==> src/rtl/alu_ctrl_pkg.sv <==
// Shared types and defaults for the ALU issue controller.
package alu_ctrl_pkg;
   localparam int W_DEF = 16;
   localparam int OPW_DEF = 6;
   localparam logic [OPW_DEF-1:0] NOP_OP_DEF = 6'b111111;

   typedef enum logic [1:0] {
      S_IDLE = 2'd0,
      S_WAIT = 2'd1,
      S_RESP = 2'd2
   } state_t;
endpackage

==> src/rtl/rr_arb2.sv <==
// Two-way round-robin arbiter: combinational grant, registered last winner.
module rr_arb2 (
   input  logic clk,
   input  logic reset,
   input  logic i_en,
   input  logic i_valid0,
   input  logic i_valid1,
   input  logic i_upd,
   output logic o_gnt0,
   output logic o_gnt1,
   output logic o_idx
);
   logic r_last;
   logic w_pick1;

   // On a tie the requester that did not win last time goes first
   assign w_pick1 = i_valid1 & (~i_valid0 | ~r_last);
   assign o_gnt1  = i_en & w_pick1;
   assign o_gnt0  = i_en & i_valid0 & ~w_pick1;
   assign o_idx   = w_pick1;

   always_ff @(posedge clk) begin
      if (reset)
         r_last <= 1'b1;
      else if (i_upd)
         r_last <= w_pick1;
   end
endmodule

==> src/rtl/alu_issue_ctrl.sv <==
// Arbitrates two requesters onto one ALU and returns the result as a pulse.
module alu_issue_ctrl
   import alu_ctrl_pkg::*;
#(
   parameter int W = W_DEF,
   parameter int OPW = OPW_DEF,
   parameter int ALU_LAT = 1,
   parameter int CNT_W = 4,
   parameter logic [OPW-1:0] NOP_OP = OPW'(NOP_OP_DEF)
) (
   input  logic           clk,
   input  logic           reset,
   input  logic           req0_valid,
   output logic           req0_ready,
   input  logic [OPW-1:0] req0_op,
   input  logic [W-1:0]   req0_a,
   input  logic [W-1:0]   req0_b,
   input  logic           req1_valid,
   output logic           req1_ready,
   input  logic [OPW-1:0] req1_op,
   input  logic [W-1:0]   req1_a,
   input  logic [W-1:0]   req1_b,
   output logic [OPW-1:0] alu_op,
   output logic [W-1:0]   alu_a,
   output logic [W-1:0]   alu_b,
   input  logic [W-1:0]   alu_ans,
   input  logic [1:0]     alu_flag,
   output logic           rsp0_valid,
   output logic           rsp1_valid,
   output logic [W-1:0]   rsp_data,
   output logic [1:0]     rsp_flag,
   output logic           busy
);
   state_t           r_state;
   logic [CNT_W-1:0] r_cnt;
   logic             r_gnt;
   logic [OPW-1:0]   r_alu_op;
   logic [W-1:0]     r_alu_a;
   logic [W-1:0]     r_alu_b;
   logic             r_rsp0;
   logic             r_rsp1;
   logic [W-1:0]     r_rsp_data;
   logic [1:0]       r_rsp_flag;

   logic w_idle;
   logic w_hs;
   logic w_idx;

   assign w_idle = (r_state == S_IDLE);

   // Reset suppresses ready so no handshake can coincide with it
   rr_arb2 u_arb (
      .clk      (clk),
      .reset    (reset),
      .i_en     (w_idle & ~reset),
      .i_valid0 (req0_valid),
      .i_valid1 (req1_valid),
      .i_upd    (w_hs),
      .o_gnt0   (req0_ready),
      .o_gnt1   (req1_ready),
      .o_idx    (w_idx)
   );

   assign w_hs = req0_ready | req1_ready;

   always_ff @(posedge clk) begin
      if (reset) begin
         r_state    <= S_IDLE;
         r_cnt      <= '0;
         r_gnt      <= 1'b0;
         r_alu_op   <= NOP_OP;
         r_alu_a    <= '0;
         r_alu_b    <= '0;
         r_rsp0     <= 1'b0;
         r_rsp1     <= 1'b0;
         r_rsp_data <= '0;
         r_rsp_flag <= '0;
      end else begin
         r_rsp0 <= 1'b0;
         r_rsp1 <= 1'b0;
         unique case (r_state)
            S_IDLE: begin
               if (w_hs) begin
                  r_alu_op <= w_idx ? req1_op : req0_op;
                  r_alu_a  <= w_idx ? req1_a : req0_a;
                  r_alu_b  <= w_idx ? req1_b : req0_b;
                  r_cnt    <= CNT_W'(ALU_LAT);
                  r_gnt    <= w_idx;
                  r_state  <= S_WAIT;
               end
            end
            S_WAIT: begin
               if (r_cnt != '0) begin
                  r_cnt <= r_cnt - 1'b1;
               end else begin
                  r_rsp_data <= alu_ans;
                  r_rsp_flag <= alu_flag;
                  r_alu_op   <= NOP_OP;
                  r_rsp0     <= ~r_gnt;
                  r_rsp1     <= r_gnt;
                  r_state    <= S_RESP;
               end
            end
            S_RESP: r_state <= S_IDLE;
            default: r_state <= S_IDLE;
         endcase
      end
   end

   assign alu_op     = r_alu_op;
   assign alu_a      = r_alu_a;
   assign alu_b      = r_alu_b;
   assign rsp0_valid = r_rsp0;
   assign rsp1_valid = r_rsp1;
   assign rsp_data   = r_rsp_data;
   assign rsp_flag   = r_rsp_flag;
   assign busy       = ~w_idle;
endmodule

==> config.mk <==
export PLATFORM = sky130hd
export DESIGN_NAME = alu_issue_ctrl
export DESIGN_NICKNAME = d
export VERILOG_FILES = /design/src/rtl/alu_ctrl_pkg.sv /design/src/rtl/rr_arb2.sv /design/src/rtl/alu_issue_ctrl.sv
export SDC_FILE = /design/constraint.sdc
export NUM_CORES = 1
export LEC_CHECK = 0
export ABC_CLOCK_PERIOD_IN_PS = 1300
export BUFFER_PORTS_ARGS = -buffer_cell sky130_fd_sc_hd__buf_2
export CAP_MARGIN = 20
export CORE_MARGIN = 2
export CORE_UTILIZATION = 39
export CTS_CLUSTER_DIAMETER = 40
export DETAILED_ROUTE_END_ITERATION = 7
export PLACE_DENSITY = 0.79
export SYNTH_ARGS = -nofsm -noshare
export SYNTH_HDL_FRONTEND = slang
export SYNTH_SLANG_ARGS = --single-unit
==> constraint.sdc <==
create_clock -name clk -period 1.3 [get_ports clk]
set_input_delay 0.065 -clock clk [delete_from_list [all_inputs] [get_ports clk]]
set_output_delay 0.065 -clock clk [all_outputs]
set_load 0.02 [all_outputs]
; ---- Word-level counts from Yosys, hierarchy flattened
; Cells that the tools add are included.
[totals]
regBits = 66
inputBits = 98
out_inout_bits = 61
wordCells = 52
[op_classes]
addsub = 1
n_eq_ne = 4
n_mux = 12
bitwise = 15
n_reduce_logical = 9
[ops]
columns = cell, n
row1 = 2-to-1 mux 16 bit, 2
row2 = 2-to-1 mux 6 bit, 3
row3 = one-hot mux 6 bit (2 select lines), 1
row4 = 2-to-1 mux 4 bit, 2
row5 = NOT 1 bit, 8
row6 = one-hot mux 4 bit (2 select lines), 1
row7 = AND reduction 2 bit, 3
row8 = AND reduction 3 bit, 2
row9 = bitwise AND 1 bit, 5
row10 = 2-to-1 mux 2 bit, 2
row11 = "inequality test 2 bit, second input constant", 2
row12 = one-hot mux 2 bit (2 select lines), 1
row13 = nonzero test 4 bit, 1
row14 = "subtractor 4 x 1 -> 4 bit, second input constant", 1
row15 = OR reduction 3 bit, 1
row16 = "equality test 2 x 1 -> 1 bit, second input constant", 1
row17 = logical NOT 2 bit, 1
row18 = "inequality test 2 x 1 -> 1 bit, second input constant", 1
row19 = OR 1 bit, 2
row20 = nonzero test 2 bit, 1

; ---- Logic depth before layout (Yosys ltp)
; Gate-level depths: netlist of run 1.
[logic_depth]
depth_word = 8
mapped_depth = 6
mapped_depth_nobuf = 5

; ---- Cells and area by module
; Synthesis of run 1 repeated with hierarchy kept, for this count alone.
[unflattened]
cells_unflattened = 312
hier_area_um2 = 3078.0
[by_module_without_submodules]
columns = mod, n_inst, cells_each, area_each_um2
row1 = alu_issue_ctrl, 1, 304, 3012.9
row2 = rr_arb2, 1, 8, 65.1

; ---- Worst setup path before layout of run 1
; No wires, ideal clock.
[synth_timing]
path_type = register to register
start = register r_cnt[0]
end = register r_rsp_data[3] (netlist: rsp_data[3])
setup_ps = 67
arrival_ps = 1280
setup_slack_ps = -47
path_stages_with_launch = 7
path_cell_list = dfxtp_1 inv_1 ha_1 nor4b_4 buf_6 nand2_1 a21oi_2
[synth_via]
elab_chain_len = 3
[synth_lines]
columns = item, line
row1 = from (decl), alu_issue_ctrl.sv:35  ; logic [CNT_W-1:0] r_cnt;
row2 = from (signal assigned), alu_issue_ctrl.sv:87  ; r_cnt <= CNT_W'(ALU_LAT);
row3 = from (signal assigned), alu_issue_ctrl.sv:94  ; r_cnt <= r_cnt - 1'b1;
row4 = nonzero test 4 bit, alu_issue_ctrl.sv:93  ; if (r_cnt != '0) begin
row5 = NOT 1 bit (no line), n/a
row6 = AND reduction 2 bit (no line), n/a
row7 = to (signal assigned), alu_issue_ctrl.sv:96  ; r_rsp_data <= alu_ans;
row8 = to (decl), alu_issue_ctrl.sv:42  ; logic [W-1:0] r_rsp_data;
; No other way between the ends.
; A chain may end at the register's enable or synchronous reset.

; ---- Final worst setup path of run 1
[layout_timing]
start = register r_state[1]
end = register r_alu_b[15] (netlist: alu_b[15])
[layout_via]
elab_chain_len = 6
word_cells_on_any_way = 7
cone_classes = bitwise (5) / reduce/logical (2)
[layout_lines]
columns = item, line
row1 = from (decl), alu_issue_ctrl.sv:34  ; state_t r_state;
row2 = from (signal assigned), alu_issue_ctrl.sv:68  ; r_state <= S_IDLE;
row3 = from (signal assigned), alu_issue_ctrl.sv:89  ; r_state <= S_WAIT;
row4 = from (signal assigned), alu_issue_ctrl.sv:101  ; r_state <= S_RESP;
row5 = logical NOT 2 bit (*), "alu_issue_ctrl.sv:49, alu_issue_ctrl.sv:81"
row6 = bitwise AND 1 bit, alu_issue_ctrl.sv:55  ; .i_en (w_idle & ~reset),
row7 = bitwise AND 1 bit (2 in a row), rr_arb2.sv:19  ; assign o_gnt0 = i_en & i_valid0 & ~w_pick1;
row8 = OR 1 bit, alu_issue_ctrl.sv:64  ; assign w_hs = req0_ready | req1_ready;
row9 = AND reduction 2 bit (no line) (*), n/a
row10 = to (signal assigned), alu_issue_ctrl.sv:86  ; r_alu_b <= w_idx ? req1_b : req0_b;
row11 = to (decl), alu_issue_ctrl.sv:39  ; logic [W-1:0] r_alu_b;
; Mark *: on every way between the ends. The rest lies on a longest branch, timed or not.

==> run summary, run 1 <==
status = complete, but fails checks
failing checks = setup timing
Layout Skew = 0.0109 ns
Largest stage delay, worst path = 0.36 ns
Worst Hold Depth = 3
Worst Path Required = 1.53 ns
Synth Instances = 343
core area = 0.00679 mm^2
Worst R2R Start = r_state[1]
Worst-Skew Late Latency = 0.34 ns
die height = 87.7 um
clock root buffer = clkbuf_8
# IOs = 159
global-route wire length before repair = 15400 um
Core Util, Final = 79.6%
post-route ant nets = 0
PortBufs = 158
worst setup margin = -0.153 ns
WL/cell = 17.6 um
die area = 0.00770 mm^2
post-DP HPWL = 5540 um
RSZ-0062 raised after global routing = yes
die width = 87.7 um
clock tree buffer depth = 2
via density per instance = 5.39
worst flop-to-flop path endpoint = alu_b[15]
Seq/Total Area, Yosys = 48.3%
layout cell share with drive strength beyond 1 = 46.2%
site row count = 30
pwr dens = 1320 mW/mm^2
CTS H-tree lvls = 3
Synth top area share = 48.3%
Sinks on Clock Net = 66
R2R Setup Slk = -0.15 ns
nature of the critical path endpoint = register
top cells by area, synth = dfxtp_1 (48%), nand2_1 (16%), a311oi_1 (10%)
Period minus WS final = 1.45 ns
R2R depth = 6
initial antenna violation count = 1
Setup crit start kind = register
FF+latch count, synth = 66
vias in the first global route = 3418
starting density of the core = 40.3%
CP cell instances = nor3_4 -> nor2b_4 -> buf_12 -> buf_6 -> nor2_1 -> a311oi_1
type of the worst min-delay path = in2reg
mapped cell area = 0.00274 mm^2
max frequency = 688 MHz
routed wire length = 12300 um
CTS buffer count = 9
worst slew pin tran = 0.364 ns
DRC = 0
Worst VDD drop = 0.855 mV
critical path arrival = 1.69 ns
Vias = 3768
CTS tree = yes
Overflow after GRT = 0
Net Count, Synth = 443
CP Buf/Inv Count = 2
crit share post-route = 112%
placed cell count = 587
hold slack final = 0.00961 ns
nets = 697
Final Hold Violating Endpoints = 0
Yosys Warn Count = 0
CP Max Fanout = 6
largest net degree at the start of global routing = 67
cell taking the most area after synthesis = dfxtp_1
max-cap check violation count = 0
Worst-path clk slew = 0.07 ns
Crit Path Category = reg2reg
distinct cell type count of the synthesized netlist = 33
CP delay by family, top = simple AND/OR/NAND/NOR gates
overall global routing resource usage = 25.3%
Starting DRT DRC Count = 236
GPL Wtd Cong = 0.790
Lkg Pwr = 2.50 nW
Max Transition Viols Final = 0
DRT Pass-1 Iters = 7
relative slew slack = 75.7%
post-route insts no fill = 699
HP Start = req0_b[8]
slowest stage cell, crit path = dfxtp_4
final setup fails = 60
hold path endpoint = alu_b[8]
area growth from synthesis to layout = 97.7%
Mean Syn Cell Area = 7.97 um^2
==> power breakdown <==
group          internal (mW)  switching (mW)  leakage, nW
Clock                   1.52           0.770        0.134
Combinational           1.15            1.27         1.83
Sequential              2.26           0.147        0.544
Total                   4.93            2.19         2.50
==> cells by family after synthesis <==
family | after synthesis | share of synthesized area [%]
buffers and inverters | 30 | 5.21
adder cells (fa/ha/maj) | 2 | 0.915
AO/OA/AOI/OAI | 69 | 19.0
flip-flops | 66 | 48.3
AND/OR/NAND/NOR | 176 | 26.5
==> placed cells by master, fill, tap and decap left out, types with 2 or more instances in the layout <==
cell type | netlist | layout
inv_2 | 0 | 3
clkbuf_16 | 0 | 8
nor2_2 | 0 | 12
nor3_1 | 4 | 2
dlygate4sd3_1 | 0 | 74
a311oi_1 | 32 | 22
dfxtp_4 | 0 | 3
nor2_1 | 42 | 29
bufinv_16 | 0 | 4
buf_4 | 4 | 14
a311oi_2 | 0 | 10
buf_12 | 0 | 8
clkbuf_8 | 0 | 10
nand2_2 | 0 | 3
a21oi_2 | 1 | 14
a21oi_1 | 21 | 8
buf_2 | 6 | 156
dfxtp_1 | 66 | 63
nand2b_4 | 1 | 2
o31a_1 | 6 | 6
buf_6 | 1 | 7
nand3_1 | 6 | 6
nand2_1 | 115 | 103
o21ai_0 | 2 | 2
nand2_4 | 0 | 9
==> cell type report <==
type	count	area, um^2
timing repair buffer	269	2110
multi-input combinational	247	1560
antenna	1	2.50
inverter	4	15.0
fill	381	1390
sequential	66	1330
clock buffer	11	141
tap	96	120
clock inverter	5	125
==> what timing repair did <==
| action | CTS | global route |
|---|---|---|
| endpoints found under the hold margin | 47 | 0 |
| hold buffers | 74 | 0 |
| endpoints found under the setup margin | 42 | 61 |
| pin swaps | 1 | 46 |
| buffers inserted | 5 | 6 |
| resized for setup | 19 | 66 |
| cloned | 1 | 9 |
==> flip-flops by register name, summed over array words and instances, names as in the netlist <==
| register | flops |
|---|---|
| alu_a | 16 |
| alu_b | 16 |
| alu_op | 6 |
| r_cnt | 4 |
| r_gnt | 1 |
| r_state | 2 |
| rsp0_valid | 1 |
| rsp1_valid | 1 |
| rsp_data | 16 |
| rsp_flag | 2 |
| u_arb.r_last | 1 |
==> through the flow <==
stage          TNS, ns  cell area [um^2]  power (mW)  setup WS (ns)
2_1_floorplan   -0.132              2750        3.39        -0.0193
3_3_place_gp    -0.685              3740        3.98        -0.0307
3_5_place_dp     -3.08              3740        4.02         -0.158
4_1_cts         -0.837              4880        6.59        -0.0903
5_1_grt          -7.45              5410        7.39         -0.216
6_report         -3.90              5410        7.12         -0.153
==> how the worst max path moves through the flow <==
stage                 startpoint           to  slack [ns]  cells past startpoint
CTS                 u_arb.r_last   req0_ready       -0.09                      4
global placement      r_state[1]     alu_b[8]       -0.03                      5
detailed placement    r_state[1]    alu_a[10]       -0.16                      5
floorplan             r_state[1]  rsp_data[3]       -0.02                      5
global route          r_state[1]     alu_a[8]       -0.22                      6
finish                r_state[1]    alu_b[15]       -0.15                      6
==> worst reg2reg max path, stage by stage (launching register included) <==
cell	delay [ns]
dfxtp_4	0.36
nor3_4	0.17
nor2b_4	0.21
buf_12	0.15
buf_6	0.13
nor2_1	0.05
a311oi_1	0.27
==> synth_stat cells (all sizes together) <==
cell type  number
o31a            7
a32o            1
a21bo           1
ha              2
and3            2
nor3            4
o21ai           2
inv             4
or3             1
nor2b           1
nand4b          1
clkbuf         14
nand3b          1
a311oi         32
o211ai          1
nand2         115
a21oi          22
nor4b           1
nand2b          2
nor2           42
a22oi           1
o31ai           1
a21boi          1
dfxtp          66
nand3           6
buf            12
==> layer usage <==
layer  up-vias  track usage, %  share of wire (%)
li1       1694               -                  -
met1      1767            28.6                 36
met2       250            44.4                 52
met3        57            5.09                7.7
met4         0            13.8                4.4
met5         -               0                  0
Power figures use the tool's default switching activity.
==> run 2: changes to the inputs <==
- PLACE_DENSITY: 0.79 -> not set
- PLACE_DENSITY_LB_ADDON: not set -> 0.15
==> run 2 against run 1 <==
The run still ends with setup timing left. Fmax shrank 2.1%. Cell count is 1.7% higher. Register-to-register slack worse by 0.03 ns. Via count shrank 6.0%. Setup slack got worse by 0.031 ns. Sequential power is essentially flat. Final area down 1.7%. Clock skew decreased by 0.0033 ns. Die area unchanged. Global-route usage is essentially flat. Critical path type unchanged.
==> run summary, run 2 (synthesis results as in run 1) <==
WL/cell = 14.7 um (was 17.6 um)
vias in the first global route = 3413 (was 3418)
HP Start = req1_valid (was req0_b[8])
Worst R2R Start = r_state[0] (was r_state[1])
die width = 87.7 um (unchanged)
Non-Filler Cell Area, Final = 0.00531 mm^2 (was 0.00541 mm^2)
post-route insts no fill = 711 (was 699)
clock root buffer = clkbuf_8 (unchanged)
area growth from synthesis to layout = 94.3% (was 97.7%)
nets = 710 (was 697)
most frequent cells in the layout = buf_2 (156), nand2_1 (113), dlygate4sd3_1 (82), dfxtp_1 (61), nor2_1 (32) (was buf_2 (156), nand2_1 (103), dlygate4sd3_1 (74), dfxtp_1 (63), nor2_1 (29))
worst slew pin tran = 0.540 ns (was 0.364 ns)
pwr dens = 1240 mW/mm^2 (was 1320 mW/mm^2)
DRC = 0 (unchanged)
critical path arrival = 1.73 ns (was 1.69 ns)
GPL Wtd Cong = 0.776 (was 0.790)
overall global routing resource usage = 25.2% (was 25.3%)
Core Util, Final = 78.2% (was 79.6%)
CTS buffer count = 9 (unchanged)
Max Transition Viols Final = 0 (unchanged)
max frequency = 674 MHz (was 688 MHz)
DP Area = 0.00376 mm^2 (was 0.00374 mm^2)
Vias = 3543 (was 3768)
Worst-Skew Late Latency = 0.34 ns (about the same)
status = complete, but fails checks (unchanged)
largest net degree at the start of global routing = 47 (was 67)
final setup fails = 61 (was 60)
nature of the critical path endpoint = register (unchanged)
post-DP HPWL = 5580 um (was 5540 um)
relative slew slack = 64.0% (was 75.7%)
placed cell count = 591 (was 587)
core area = 0.00679 mm^2 (unchanged)
CTS tree = yes (unchanged)
Setup crit start kind = register (unchanged)
PortBufs = 158 (unchanged)
Ant. Diodes = 0 (was 1)
commonest non-fill, non-tap cell in the layout = buf_2 (unchanged)
layout cell share with drive strength beyond 1 = 42.4% (was 46.2%)
Starting DRT DRC Count = 173 (was 236)
hold slack final = 0.0388 ns (was 0.00961 ns)
starting density of the core = 40.3% (unchanged)
Tot Pwr = 6.60 mW (was 7.12 mW)
type of the worst min-delay path = in2reg (unchanged)
Final Hold Violating Endpoints = 0 (unchanged)
CTS H-tree lvls = 3 (unchanged)
crit share post-route = 114% (was 112%)
post-route ant nets = 0 (unchanged)
Layout Skew = 0.00760 ns (was 0.0109 ns)
DRT Pass-1 Iters = 4 (was 7)
routed wire length = 10500 um (was 12300 um)
via density per instance = 4.98 (was 5.39)
Overflow after GRT = 0 (unchanged)
Lkg Pwr = 2.44 nW (was 2.50 nW)
Worst Path Required = 1.54 ns (was 1.53 ns)
Period minus WS final = 1.48 ns (was 1.45 ns)
Crit Path Category = reg2reg (unchanged)
RSZ-0062 raised after global routing = yes (unchanged)
failing checks = setup timing (unchanged)
Crit. Startpoint = r_state[0] (was r_state[1])
Worst VDD drop = 0.825 mV (was 0.855 mV)
Sinks on Clock Net = 66 (unchanged)
CP Max Fanout = 5 (was 6)
die height = 87.7 um (unchanged)
die area = 0.00770 mm^2 (unchanged)
site row count = 30 (unchanged)
max-cap check violation count = 0 (unchanged)
worst setup margin = -0.184 ns (was -0.153 ns)
# IOs = 159 (unchanged)
initial antenna violation count = 0 (was 1)
Worst-path clk slew = 0.08 ns (was 0.07 ns)
clock tree buffer depth = 2 (unchanged)
global-route wire length before repair = 15400 um (unchanged)
-- run 2: cell types whose count changed in the layout (fill, tap and decap cells not counted), moves of 5 or more --
cell,before,now
a21oi_1,8,20
a21oi_2,14,1
buf_4,14,23
clkbuf_16,8,3
dlygate4sd3_1,74,82
nand2_1,103,113
nand2_4,9,0
nor2_2,12,6
-- run 2: layer usage --
metal	part of all wire, %	track usage [%]
met2	51	43.5
met4	1.8	9.93
met1	41	30.0
met5	0	0
met3	6.5	6.41
-- run 2: area by class of cell --
type / instances / area (um^2)
inverter: 4 / 15.0
fill: 452 / 1480
sequential: 66 / 1330
clock inverter: 7 / 101
timing repair buffer: 282 / 2150
clock buffer: 9 / 124
tap: 96 / 120
multi-input combinational: 247 / 1470
-- run 2: power breakdown --
part	switching, mW	internal (mW)	total, mW	leakage [nW]
Clock	0.839	1.10	1.93	0.106
Combinational	1.15	1.11	2.26	1.79
Sequential	0.138	2.26	2.40	0.544
-- run 2: through the flow --
step                      setup TNS [ns]  worst slack, ns
after global placement             -1.77          -0.0606
after global routing               -8.28           -0.236
after CTS                          -2.42           -0.104
after floorplan                   -0.132          -0.0193
final                              -5.30           -0.184
after detailed placement           -1.94          -0.0931
-- run 2: what timing repair did --
item | CTS | global route
endpoints found under the setup margin | 41 | 61
pin swaps | 3 | 20
resized for setup | 19 | 44
cloned | 3 | 3
hold buffers | 82 | 0
setup buffers | 10 | 8
endpoints found under the hold margin | 50 | 0
-- run 2: critical path, stage by stage, from the launching register on --
cell and delay, ns:
dfxtp_2 0.35, nor3_4 0.22, nor2b_4 0.25, buf_6 0.16, clkbuf_16 0.15, nor2_1 0.04, a311oi_1 0.22
-- run 2: worst paths after layout --
check | end | slack (ns) | depth (start not counted)
setup / recovery | alu_a[7] | -0.18 | 6
hold / removal | u_arb.r_last | 0.04 | 3
setup reg to reg | alu_a[7] | -0.18 | 6
hold reg to reg | rsp_data[8] | 0.45 | 2
==> run 3: changes to the inputs <==
- ABC_CLOCK_PERIOD_IN_PS: 1300 -> 1400
- CORE_UTILIZATION: 39 -> 42
- clock period: 1.3 -> 1.4 ns (I/O delays scaled with it)
==> run 3 against run 2 <==
The run still ends with setup timing left. Wire length is 5.3% higher. Combinational power is 7% lower. Critical path depth unchanged. Global-route usage is 1.3 points higher. Non-clock buffer count fell by 12. Cell count is 4.2% lower. Flip-flop and latch count is the same. Clock power decreased by 19%. Register-to-register slack better by 0.17 ns. Total power shrank 10%. Fmax up 4.8%. Count of clock-buffer cells in the layout is the same. Critical path type unchanged.
==> run summary, run 3 (synthesis results as in run 1) <==
status = complete, but fails checks (unchanged)
failing checks = setup timing (unchanged)
CTS H-tree lvls = 3 (unchanged)
Overflow after GRT = 0 (unchanged)
combinational share of power = 35.7% (was 34.3%)
Top Usage Layer GRT = met2 (unchanged)
Starting DRT DRC Count = 148 (was 173)
Int Power = 3.94 mW (was 4.47 mW)
Layout Skew = 0.00888 ns (was 0.00760 ns)
PortBufs = 158 (unchanged)
DRC = 0 (unchanged)
R2R depth = 6 (unchanged)
Psw = 1.98 mW (was 2.13 mW)
clock root buffer = clkbuf_8 (unchanged)
Setup Total Neg Slack = -0.0396 ns (was -5.30 ns)
Critical Path End = alu_b[2] (was alu_a[7])
initial antenna violation count = 0 (unchanged)
Crit. Startpoint = r_state[1] (was r_state[0])
number of fillers in the final layout = 404 (was 452)
met1 Use GR = 30.6% (was 30.0%)
commonest non-fill, non-tap cell in the layout = buf_2 (unchanged)
pwr dens = 1130 mW/mm^2 (was 1240 mW/mm^2)
Max Transition Viols Final = 0 (unchanged)
site row count = 29 (was 30)
post-route ant nets = 0 (unchanged)
Vias = 3557 (was 3543)
Worst-path clk slew = 0.08 ns (about the same)
area growth from synthesis to layout = 91.2% (was 94.3%)
clock share of power = 26.6% (was 29.3%)
final setup fails = 4 (was 61)
Worst Path Required = 1.64 ns (was 1.54 ns)
vias in the first global route = 3389 (was 3413)
routed wire length = 11000 um (was 10500 um)
Core Util, Final = 82.8% (was 78.2%)
worst setup margin = -0.0162 ns (was -0.184 ns)
layout cell share with drive strength beyond 1 = 45.4% (was 42.4%)
relative slew slack = 66.9% (was 64.0%)
via density per instance = 5.22 (was 4.98)
DP Area = 0.00372 mm^2 (was 0.00376 mm^2)
CTS tree = yes (unchanged)
met3 global-route usage = 5.51% (was 6.41%)
most frequent cells in the layout = buf_2 (157), nand2_1 (111), dlygate4sd3_1 (70), dfxtp_1 (61), a311oi_1 (27) (was buf_2 (156), nand2_1 (113), dlygate4sd3_1 (82), dfxtp_1 (61), nor2_1 (32))
die height = 84.7 um (was 87.7 um)
type of the worst min-delay path = in2reg (unchanged)
Non-Filler Cell Area, Final = 0.00523 mm^2 (was 0.00531 mm^2)
part of the power in registers = 37.8% (was 36.4%)
max-cap check violation count = 0 (unchanged)
overall global routing resource usage = 26.5% (was 25.2%)
Tot Pwr = 5.93 mW (was 6.60 mW)
Sinks on Clock Net = 66 (unchanged)
Lkg Pwr = 2.43 nW (was 2.44 nW)
RSZ-0062 raised after global routing = yes (unchanged)
Period minus WS final = 1.42 ns (was 1.48 ns)
CTS buffer count = 9 (unchanged)
die width = 84.7 um (was 87.7 um)
post-DP HPWL = 5460 um (was 5580 um)
CP Max Fanout = 8 (was 5)
DP Worst Slack = -0.0150 ns (was -0.0931 ns)
nature of the critical path endpoint = register (unchanged)
sw frac = 33.5% (was 32.3%)
worst slew pin tran = 0.497 ns (was 0.540 ns)
GR Layer Usage met2 = 47.1% (was 43.5%)
starting density of the core = 43.3% (was 40.3%)
crit share post-route = 101% (was 114%)
Worst R2R Start = r_state[1] (was r_state[0])
largest net degree at the start of global routing = 43 (was 47)
R2R Setup Slk = -0.02 ns (was -0.18 ns)
die area = 0.00717 mm^2 (was 0.00770 mm^2)
DRT Pass-1 Iters = 4 (unchanged)
worst flop-to-flop path endpoint = alu_b[2] (was alu_a[7])
Setup crit start kind = register (unchanged)
Worst-Skew Late Latency = 0.34 ns (about the same)
global-route wire length before repair = 15400 um (about the same)
WL/cell = 16.2 um (was 14.7 um)
critical path arrival = 1.66 ns (was 1.73 ns)
max frequency = 706 MHz (was 674 MHz)
GPL Wtd Cong = 0.794 (was 0.776)
Final Hold Violating Endpoints = 0 (unchanged)
Ant. Diodes = 0 (unchanged)
Crit Path Category = reg2reg (unchanged)
clock tree buffer depth = 2 (unchanged)
Worst VDD drop = 0.814 mV (was 0.825 mV)
# IOs = 159 (unchanged)
nets = 699 (was 710)
core area = 0.00631 mm^2 (was 0.00679 mm^2)
==> run 3: cell types whose count changed in the layout (fill, tap and decap cells not counted), moves of 3 or more <==
| cell | change |
|---|---|
| a21oi_1 | -7 |
| nand2_4 | +3 |
| clkbuf_16 | +5 |
| nor2_1 | -8 |
| clkinv_2 | +3 |
| dlygate4sd3_1 | -12 |
| buf_4 | -6 |
| a21oi_2 | +8 |
| nor2_2 | +7 |
==> run 3: cell type report <==
class / count / area (um^2) / area share (%)
clock buffers: 9 / 124 / 2.37
clock inverters: 7 / 70.1 / 1.34
inverters: 4 / 15.0 / 0.287
multi-input cells: 248 / 1500 / 28.7
flip-flops and latches: 66 / 1340 / 25.5
well taps: 77 / 96.3 / 1.84
repair buffers: 270 / 2090 / 39.9
==> run 3: power groups by stage <==
stage	clock [mW]	combinational, mW	sequential [mW]
after floorplan	0	0.653	2.48
after global placement	0	1.47	2.24
after detailed placement	0	1.49	2.25
after CTS	1.61	1.70	2.21
after global routing	1.69	2.26	2.26
final	1.57	2.11	2.24
==> run 3: how the worst min path moves through the flow <==
stage | depth (start not counted) | to | from | slack (ns)
floorplan | 2 | rsp_data[0] | alu_ans[0] | 0.21
CTS | 3 | alu_a[8] | req1_a[8] | 0.0003
detailed placement | 3 | rsp_data[12] | alu_ans[12] | 0.32
global route | 3 | alu_b[14] | req0_b[14] | 0.0006
finish | 3 | alu_a[10] | req1_a[10] | 0.003
global placement | 3 | rsp_data[8] | alu_ans[8] | 0.31
==> run 3: repair_timing <==
item	in CTS	in global routing
pin swaps	1	42
hold endpoints to repair	46	0
hold buffers	70	0
cloned	2	12
resized for setup	11	65
buffers inserted	2	12
endpoints found under the setup margin	30	58
==> run 3: metal layers <==
metal  share of wire (%)  vias up
met5                   0        -
met4                 2.2        0
met2                  50      176
met1                  40     1651
met3                 6.9       29
li1                    -     1701
==> run 3: worst max-delay path: stages, from the launching register on <==
cell,delay (ns)
dfxtp_4,0.37
nor3_4,0.19
nor2b_4,0.19
buf_12,0.16
clkbuf_16,0.16
nor2_4,0.04
a311oi_2,0.22
==> run 3: metrics by stage <==
stage,hold slack [ns],std cells
global placement,0.312,570
floorplan,0.206,343
global route,0.000564,681
finish,0.00251,681
detailed placement,0.319,570
CTS,0.000262,659
